`config.mk`:
```
export PLATFORM = sky130hd
export DESIGN_NAME = hazard_bubble_unit
export DESIGN_NICKNAME = d
export VERILOG_FILES = /design/src/rtl/hazard_bubble_unit.sv
export SDC_FILE = /design/constraint.sdc
export NUM_CORES = 1
export LEC_CHECK = 0
export CORE_UTILIZATION = 42
export DETAILED_ROUTE_END_ITERATION = 8
export GPL_TIMING_DRIVEN = 0
export PLACE_DENSITY = 0.8
export SLEW_MARGIN = 20
export SYNTH_ARGS = -nofsm -noshare
export SYNTH_HDL_FRONTEND = slang
export SYNTH_SLANG_ARGS = --single-unit
```
`constraint.sdc`:
```
create_clock -name clk -period 3.2 [get_ports clk]
set_input_delay 0.96 -clock clk [delete_from_list [all_inputs] [get_ports clk]]
set_output_delay 0.96 -clock clk [all_outputs]
set_load 0.03 [all_outputs]
```
`src/rtl/hazard_bubble_unit.sv`:
```
// Load-use hazard detector and bubble inserter between ID and the ID/EX register.
// Tracks in-flight loads for LOAD_LAT cycles and stalls PC/IF-ID on a dependent read.
module hazard_bubble_unit #(
   parameter int CTRL_W   = 16,
   parameter int REG_AW   = 5,
   parameter int LOAD_LAT = 1,
   parameter int STAT_W   = 16
) (
   input  logic              clk,
   input  logic              reset,
   input  logic              valid_d,
   input  logic [CTRL_W-1:0] ctrl_d,
   input  logic [REG_AW-1:0] rs_d,
   input  logic [REG_AW-1:0] rt_d,
   input  logic              uses_rs_d,
   input  logic              uses_rt_d,
   input  logic              is_load_d,
   input  logic [REG_AW-1:0] rw_d,
   input  logic              flush,
   input  logic              hold,
   output logic [CTRL_W-1:0] ctrl_e,
   output logic [REG_AW-1:0] rw_e,
   output logic              is_load_e,
   output logic              stall_f,
   output logic              bubble,
   output logic [STAT_W-1:0] bubble_cnt
);

   // Entry 0 doubles as the ID/EX destination/load flags; older entries are loads further down.
   logic [LOAD_LAT-1:0] pend_v;
   logic [REG_AW-1:0]   pend_rw [LOAD_LAT];
   logic [CTRL_W-1:0]   ctrl_q;
   logic                haz;
   logic                kill;

   always_comb begin
      haz = 1'b0;
      for (int unsigned i = 0; i < LOAD_LAT; i++) begin
         // Register 0 is hard-wired, so a load targeting it never blocks anyone.
         if (pend_v[i] && (pend_rw[i] != '0) &&
             ((uses_rs_d && (rs_d == pend_rw[i])) || (uses_rt_d && (rt_d == pend_rw[i]))))
            haz = 1'b1;
      end
      haz = haz & valid_d;
   end

   assign kill    = flush | haz | ~valid_d;
   assign stall_f = reset & (hold | (haz & ~flush));
   assign bubble  = reset & haz & ~flush & ~hold;

   always_ff @(posedge clk or negedge reset) begin
      if (!reset) begin
         ctrl_q     <= '0;
         pend_v     <= '0;
         bubble_cnt <= '0;
         for (int unsigned i = 0; i < LOAD_LAT; i++)
            pend_rw[i] <= '0;
      end else if (!hold) begin
         for (int unsigned i = 1; i < LOAD_LAT; i++) begin
            pend_v[i]  <= pend_v[i-1];
            pend_rw[i] <= pend_rw[i-1];
         end
         if (kill) begin
            ctrl_q     <= '0;
            pend_v[0]  <= 1'b0;
            pend_rw[0] <= '0;
         end else begin
            ctrl_q     <= ctrl_d;
            pend_v[0]  <= is_load_d;
            pend_rw[0] <= rw_d;
         end
         if (bubble && (bubble_cnt != '1))
            bubble_cnt <= bubble_cnt + 1'b1;
      end
   end

   assign ctrl_e    = ctrl_q;
   assign rw_e      = pend_rw[0];
   assign is_load_e = pend_v[0];

endmodule

```
==> results.cfg, run 1 <==
[sta]
final_max_slew_viol_count = 0
finalClockSkew_ns = 0.00525
fmax_mhz = 320
min_period_ns = 3.13
min_period_over_period_pct = 97.7
setup_ws_ns = 0.0728
max_slew.worst_pin.slew_ns = 0.460
hold_viol = 0
relSlewSlack_pct = 69.3
holdWs_ns = 0.503
setup_violations = 0

[route]
wirelength_mm = 4.06
wire_per_inst_um = 14.1
firstDrtPassIters = 5
vias = 1481
drc = 0
drtAntennaViolNets = 0
viasPerCell = 5.16
drt_iter0_drc = 90

[grt]
grt_overflow_total = 0
grt_pass1_vias = 1465
grt_first_pass_wirelength_mm = 6.79
grt_max_degree = 28
grtUsageTotal_pct = 20.8
antenna_found_initial = 0

[power]
power_w = 0.00100
leakagePower_nw = 1.22
pwr_density_cell_nw_per_um2 = 356
irDropWorstVdd_mv = 0.258

[placed_design]
dp_hpwl_mm = 3.04
dp_slack_ns = -1.08
place_congestion = 0.832
place_inst = 272
portBuffers = 78

[finish]
fillers = 317
antenna_cells = 0
drive_gt1_share_pct = 16.0
areaGrowthSynthToFinish_pct = 57.3
stdcell_count = 287
final_nets = 277

[logic_synthesis]
syn_area_um2 = 1790
synth_cells = 143
synth_top_area_share_pct = 53.2
yosys_register_bits = 38
synth.distinct_cells = 34
yosysSeqAreaShare_pct = 53.2
synth_flop_cell = dfrtp_1
synth_warnings = 0
synth_edf_count = 0
synth_top_cells_by_area = dfrtp_1, xnor2_1, a22o_1, nand4_1, nand3_1
postSynth.asyncResetShare_pct = 100
syn-num-nets = 183
avgSynthCellArea_um2 = 12.5
synth_largest_area_cell = dfrtp_1

[worst_setup_path]
critPathKind = in2out
r2r-start = rw_e[1]
crit_fanout = 4
cp_data_arrival_time_ns = 2.17
required_ns = 2.24
startpoint = uses_rs_d
endpoint_kind = primary output
start_kind = input port

[die]
initial_core_util_pct = 44.3
num_io_pins = 79
die_area_um2 = 4520
die_h_um = 67.2
die_w_um = 67.2
coreArea_um2 = 4030
floorplan.rows = 23

[hold_path]
hp-start = bubble_cnt[13]
min_path_type = reg2reg

[clock_network]
clock_sinks = 38
cts-root-buf = clkbuf_8
cts_buffers = 5
cts_buffer_depth = 2
htreeDepth = 2
cts_hold_buf = 0
clock_latency_ns = 0.29
clkTransAtPathRegs_ns = 0.07
cts_tree = done

[run_status]
status = finished, final reports clean

[run]
max-cap-violations = 0
## layer usage
| metal | GRT usage (%) | vias to the layer above | routed length, um |
|---|---|---|---|
| met4 | 9.04 | 0 | 83 |
| met1 | 24.9 | 699 | 1740 |
| met2 | 32.4 | 58 | 1920 |
| li1 | - | 715 | - |
| met5 | 0 | - | 0 |
| met3 | 8.95 | 9 | 323 |
## cell type report
cell class,count,area [um^2],area share (%)
well taps,50,62.6,2.23
clock inverters,2,10.0,0.356
clock buffers,5,68.8,2.45
multi-input cells,98,836,29.7
inverters,2,7.51,0.267
plain buffers,5,41.3,1.47
repair buffers,87,833,29.7
flip-flops and latches,38,951,33.8
## worst paths after layout
kind | to | slack (ns) | cells after the start
hold / removal | bubble_cnt[13] | 0.50 | 1
min in group asynchronous | bubble_cnt[1] | 0.56 | 1
max in group asynchronous | ctrl_e[12] | 2.20 | 2
hold reg to reg | bubble_cnt[13] | 0.50 | 1
setup reg to reg | bubble_cnt[1] | 1.21 | 6
setup / recovery | stall_f | 0.07 | 6
## cells in the mapped netlist (2+ instances only)
cell      number
dfrtp_1       38
xnor2_1       24
a22o_1        22
nand4_1       11
nand2_1        6
nand3_1        6
and3_1         3
nor2_1         3
buf_6          2
clkbuf_1       2
inv_1          2
nand3b_1       2
## state kept, by name, indices dropped and copies added (netlist names)
name        cells
is_load_e       1
ctrl_e         16
rw_e            5
bubble_cnt     16
## stage by stage
step / TNS [ns] / area [um^2] / util, %
final: 0 / 2810 / 69.8
after global routing: -0.00148 / 2810 / 69.8
after CTS: 0 / 2790 / 69.3
after detailed placement: -2.10 / 2650 / 65.7
after floorplan: 0 / 1790 / -
after global placement: -15.59 / 2630 / 65.3
## critical path: stages
cell	delay, ns
clkdlybuf4s50_1	0.45
nand2_1	0.08
o22ai_4	0.23
a41oi_2	0.14
nor2b_1	0.13
buf_4	0.17
## kinds of logic after synthesis
family,count (synthesis),share of synthesized area [%]
buffers and inverters,7,2.52
xor gates and xnor gates,24,11.8
adders and majority gates,1,0.700
AOI/OAI and AO/OA,27,14.3
and+or+nand+nor,44,16.0
muxes,2,1.47
DFF,38,53.2
## timing repair
action	CTS	global route
resized for setup	30	14
pin swaps	18	12
setup buffers	6	2
setup endpoints to repair	2	2
## power breakdown
| part | leakage (nW) | internal, W | total (W) | switching, W |
|---|---|---|---|---|
| combinational | 0.656 | 0.0000989 | 0.000183 | 0.0000845 |
| sequential | 0.520 | 0.000496 | 0.000511 | 0.0000155 |
| clock | 0.0438 | 0.000146 | 0.000307 | 0.000161 |
| total | 1.22 | 0.000741 | 0.00100 | 0.000261 |
## cell usage in the layout, fill, tap and decap left out, types with 3 or more instances in the layout
cell | netlist | layout
buf_6 | 2 | 4
nand4_1 | 11 | 11
and3_1 | 3 | 3
nor2_1 | 3 | 3
dlygate4sd2_1 | 0 | 3
a22o_1 | 22 | 22
xnor2_1 | 24 | 23
clkbuf_2 | 0 | 4
clkdlybuf4s50_1 | 0 | 63
clkbuf_8 | 0 | 5
clkdlybuf4s15_1 | 0 | 4
dfrtp_1 | 38 | 38
nand2_1 | 6 | 6
nand3_1 | 6 | 6
buf_4 | 1 | 9
Note: power is estimated with default switching activity, not from simulation.
==> inputs of run 2 (changes only) <==
--- a/config.mk
+++ b/config.mk
@@ -7,6 +7,7 @@
 export LEC_CHECK = 0
 export CORE_UTILIZATION = 42
 export DETAILED_ROUTE_END_ITERATION = 8
+export GPL_ROUTABILITY_DRIVEN = 0
 export GPL_TIMING_DRIVEN = 0
 export PLACE_DENSITY = 0.8
 export SLEW_MARGIN = 20
==> results of run 2 <==
The final DEF is identical to that of run 1; final timing and power are the same.
==> inputs of run 3 (changes only) <==
--- a/config.mk
+++ b/config.mk
@@ -10,7 +10,7 @@
 export GPL_ROUTABILITY_DRIVEN = 0
 export GPL_TIMING_DRIVEN = 0
 export PLACE_DENSITY = 0.8
-export SLEW_MARGIN = 20
+export SKIP_CTS_REPAIR_TIMING = 1
 export SYNTH_ARGS = -nofsm -noshare
 export SYNTH_HDL_FRONTEND = slang
 export SYNTH_SLANG_ARGS = --single-unit
==> run 3 against run 2 <==
  * Clock power rose by 1%
  * Clock skew increased by 0.0017 ns
  * Combinational power barely moved
  * Power up 0.39%
  * Global-route usage down 0.94 points
  * Die area unchanged
  * Cell area is 0.67% higher
  * Hold slack worse by 0.0030 ns
  * Cell count increased by 0.35%
  * Highest routed layer unchanged
==> results.cfg, run 3 (synthesis gave the netlist of run 1 again) <==
[sta]
setup_violations = 0
finalClockSkew_ns = 0.00699
min_period_ns = 3.14
relSlewSlack_pct = 64.2
final_max_slew_viol_count = 0
hold_viol = 0
fmax_mhz = 318
min_period_over_period_pct = 98.3
max_slew.worst_pin.slew_ns = 0.537

[clock_network]
cts_buffer_depth = 2
cts-root-buf = clkbuf_8
htreeDepth = 2
cts_buffers = 5
cts_tree = done
clock_sinks = 38
clkTransAtPathRegs_ns = 0.07
clock_latency_ns = 0.29

[power]
p_int_w = 0.000740
p_sw_w = 0.000265
power_w = 0.00101
sw_frac_of_total_pct = 26.4
leakagePower_nw = 1.27
pwr_density_cell_nw_per_um2 = 355
p_clk_share_pct = 30.9
irDropWorstVdd_mv = 0.223
pwr-share-seq_pct = 50.8
share_comb_of_total_power_pct = 18.3

[finish]
final_area_um2 = 2830
fillers = 316
final_common_cell = clkdlybuf4s50_1
areaGrowthSynthToFinish_pct = 58.3
antenna_cells = 0
final_nets = 278
mostFrequentLayoutCells = clkdlybuf4s50_1, dfrtp_1, xnor2_1
drive_gt1_share_pct = 18.5

[die]
floorplan.rows = 23
die_w_um = 67.2
coreArea_um2 = 4030
initial_core_util_pct = 44.3
num_io_pins = 79
die_area_um2 = 4520
die_h_um = 67.2

[run_status]
status = finished, final reports clean

[worst_setup_path]
endpoint_kind = primary output
cp_top_family = buffers and inverters
start_kind = input port
critPathKind = in2out
crit_chain = clkdlybuf4s50_1, nand2_2, o22ai_4, buf_12, a41oi_2, nor2b_1, buf_4
worst_path_max_delay_cell = clkdlybuf4s50_1
crit_buf_inv = 3
required_ns = 2.24
cp_data_arrival_time_ns = 2.18
crit_fanout = 8
max_stage_delay_ns = 0.47

[grt]
grt_overflow_total = 0
grt_first_pass_wirelength_mm = 6.59
grtUsageTotal_pct = 19.8
grt_max_degree = 41
grt_pass1_vias = 1450
antenna_found_initial = 0

[route]
drt_iter0_drc = 113
drc = 0
vias = 1509
viasPerCell = 5.24
firstDrtPassIters = 4
wire_per_inst_um = 14.8
wirelength_mm = 4.27
drtAntennaViolNets = 0

[placed_design]
dp_hpwl_mm = 3.00
portBuffers = 78
post_dp_cell_area_um2 = 2630

[hold_path]
min_path_type = reg2reg

[run]
max-cap-violations = 0
-- run 3: cell count changes in the layout (fill, tap and decap cells not counted), moves of 2 or more --
cell,previous run,this run
nand2_1,6,4
clkdlybuf4s15_1,4,0
clkbuf_2,4,7
dlymetal6s2s_1,1,7
dlygate4sd2_1,3,0
nand2_2,0,2
clkdlybuf4s50_1,63,61
-- run 3: cell type report --
class | count | area (um^2) | area share [%]
Buffer | 5 | 41.3 | 1.46
Clock buffer | 5 | 68.8 | 2.43
Clock inverter | 2 | 10.0 | 0.354
Inverter | 2 | 7.51 | 0.265
Multi-Input combinational cell | 98 | 841 | 29.7
Sequential cell | 38 | 951 | 33.6
Tap cell | 50 | 62.6 | 2.21
Timing Repair Buffer | 88 | 847 | 29.9
-- run 3: path summary, 6_finish.rpt --
check | from | to | slack [ns] | cells past startpoint
max in group asynchronous | reset | bubble_cnt[3] | 2.16 | 1
max reg2reg | rw_e[1] | bubble_cnt[1] | 1.16 | 6
min | bubble_cnt[13] | bubble_cnt[13] | 0.50 | 1
min in group asynchronous | reset | bubble_cnt[13] | 0.66 | 1
min reg2reg | bubble_cnt[13] | bubble_cnt[13] | 0.50 | 1
max | uses_rt_d | stall_f | 0.06 | 7
-- run 3: power by group through the flow --
stage,clock (W),sequential [W],combinational [W]
2_1_floorplan,0,0.000548,0.0000467
3_3_place_gp,0,0.000520,0.000174
3_5_place_dp,0,0.000519,0.000177
4_1_cts,0.000314,0.000511,0.000177
5_1_grt,0.000335,0.000513,0.000198
6_report,0.000311,0.000511,0.000184
-- run 3: per-layer routing --
layer	vias up	wire [um]	GRT usage (%)
met5	-	0	0
met4	0	85	9.04
met3	10	322	7.09
met1	717	1790	24.4
li1	719	-	-
met2	63	2070	31.0
-- run 3: metrics by stage --
step           setup TNS [ns]  hold WS (ns)  utilization [%]  worst slack, ns  std cells
4_1_cts                 -2.18         0.500             67.1            -1.10        278
6_report                    0         0.500             70.2           0.0550        288
3_3_place_gp           -15.59         0.485             65.3            -1.92        271
5_1_grt               -0.0152         0.522             70.2          -0.0152        288
2_1_floorplan               0         0.664                -          0.00414        143
3_5_place_dp            -2.19         0.489             65.2            -1.11        271
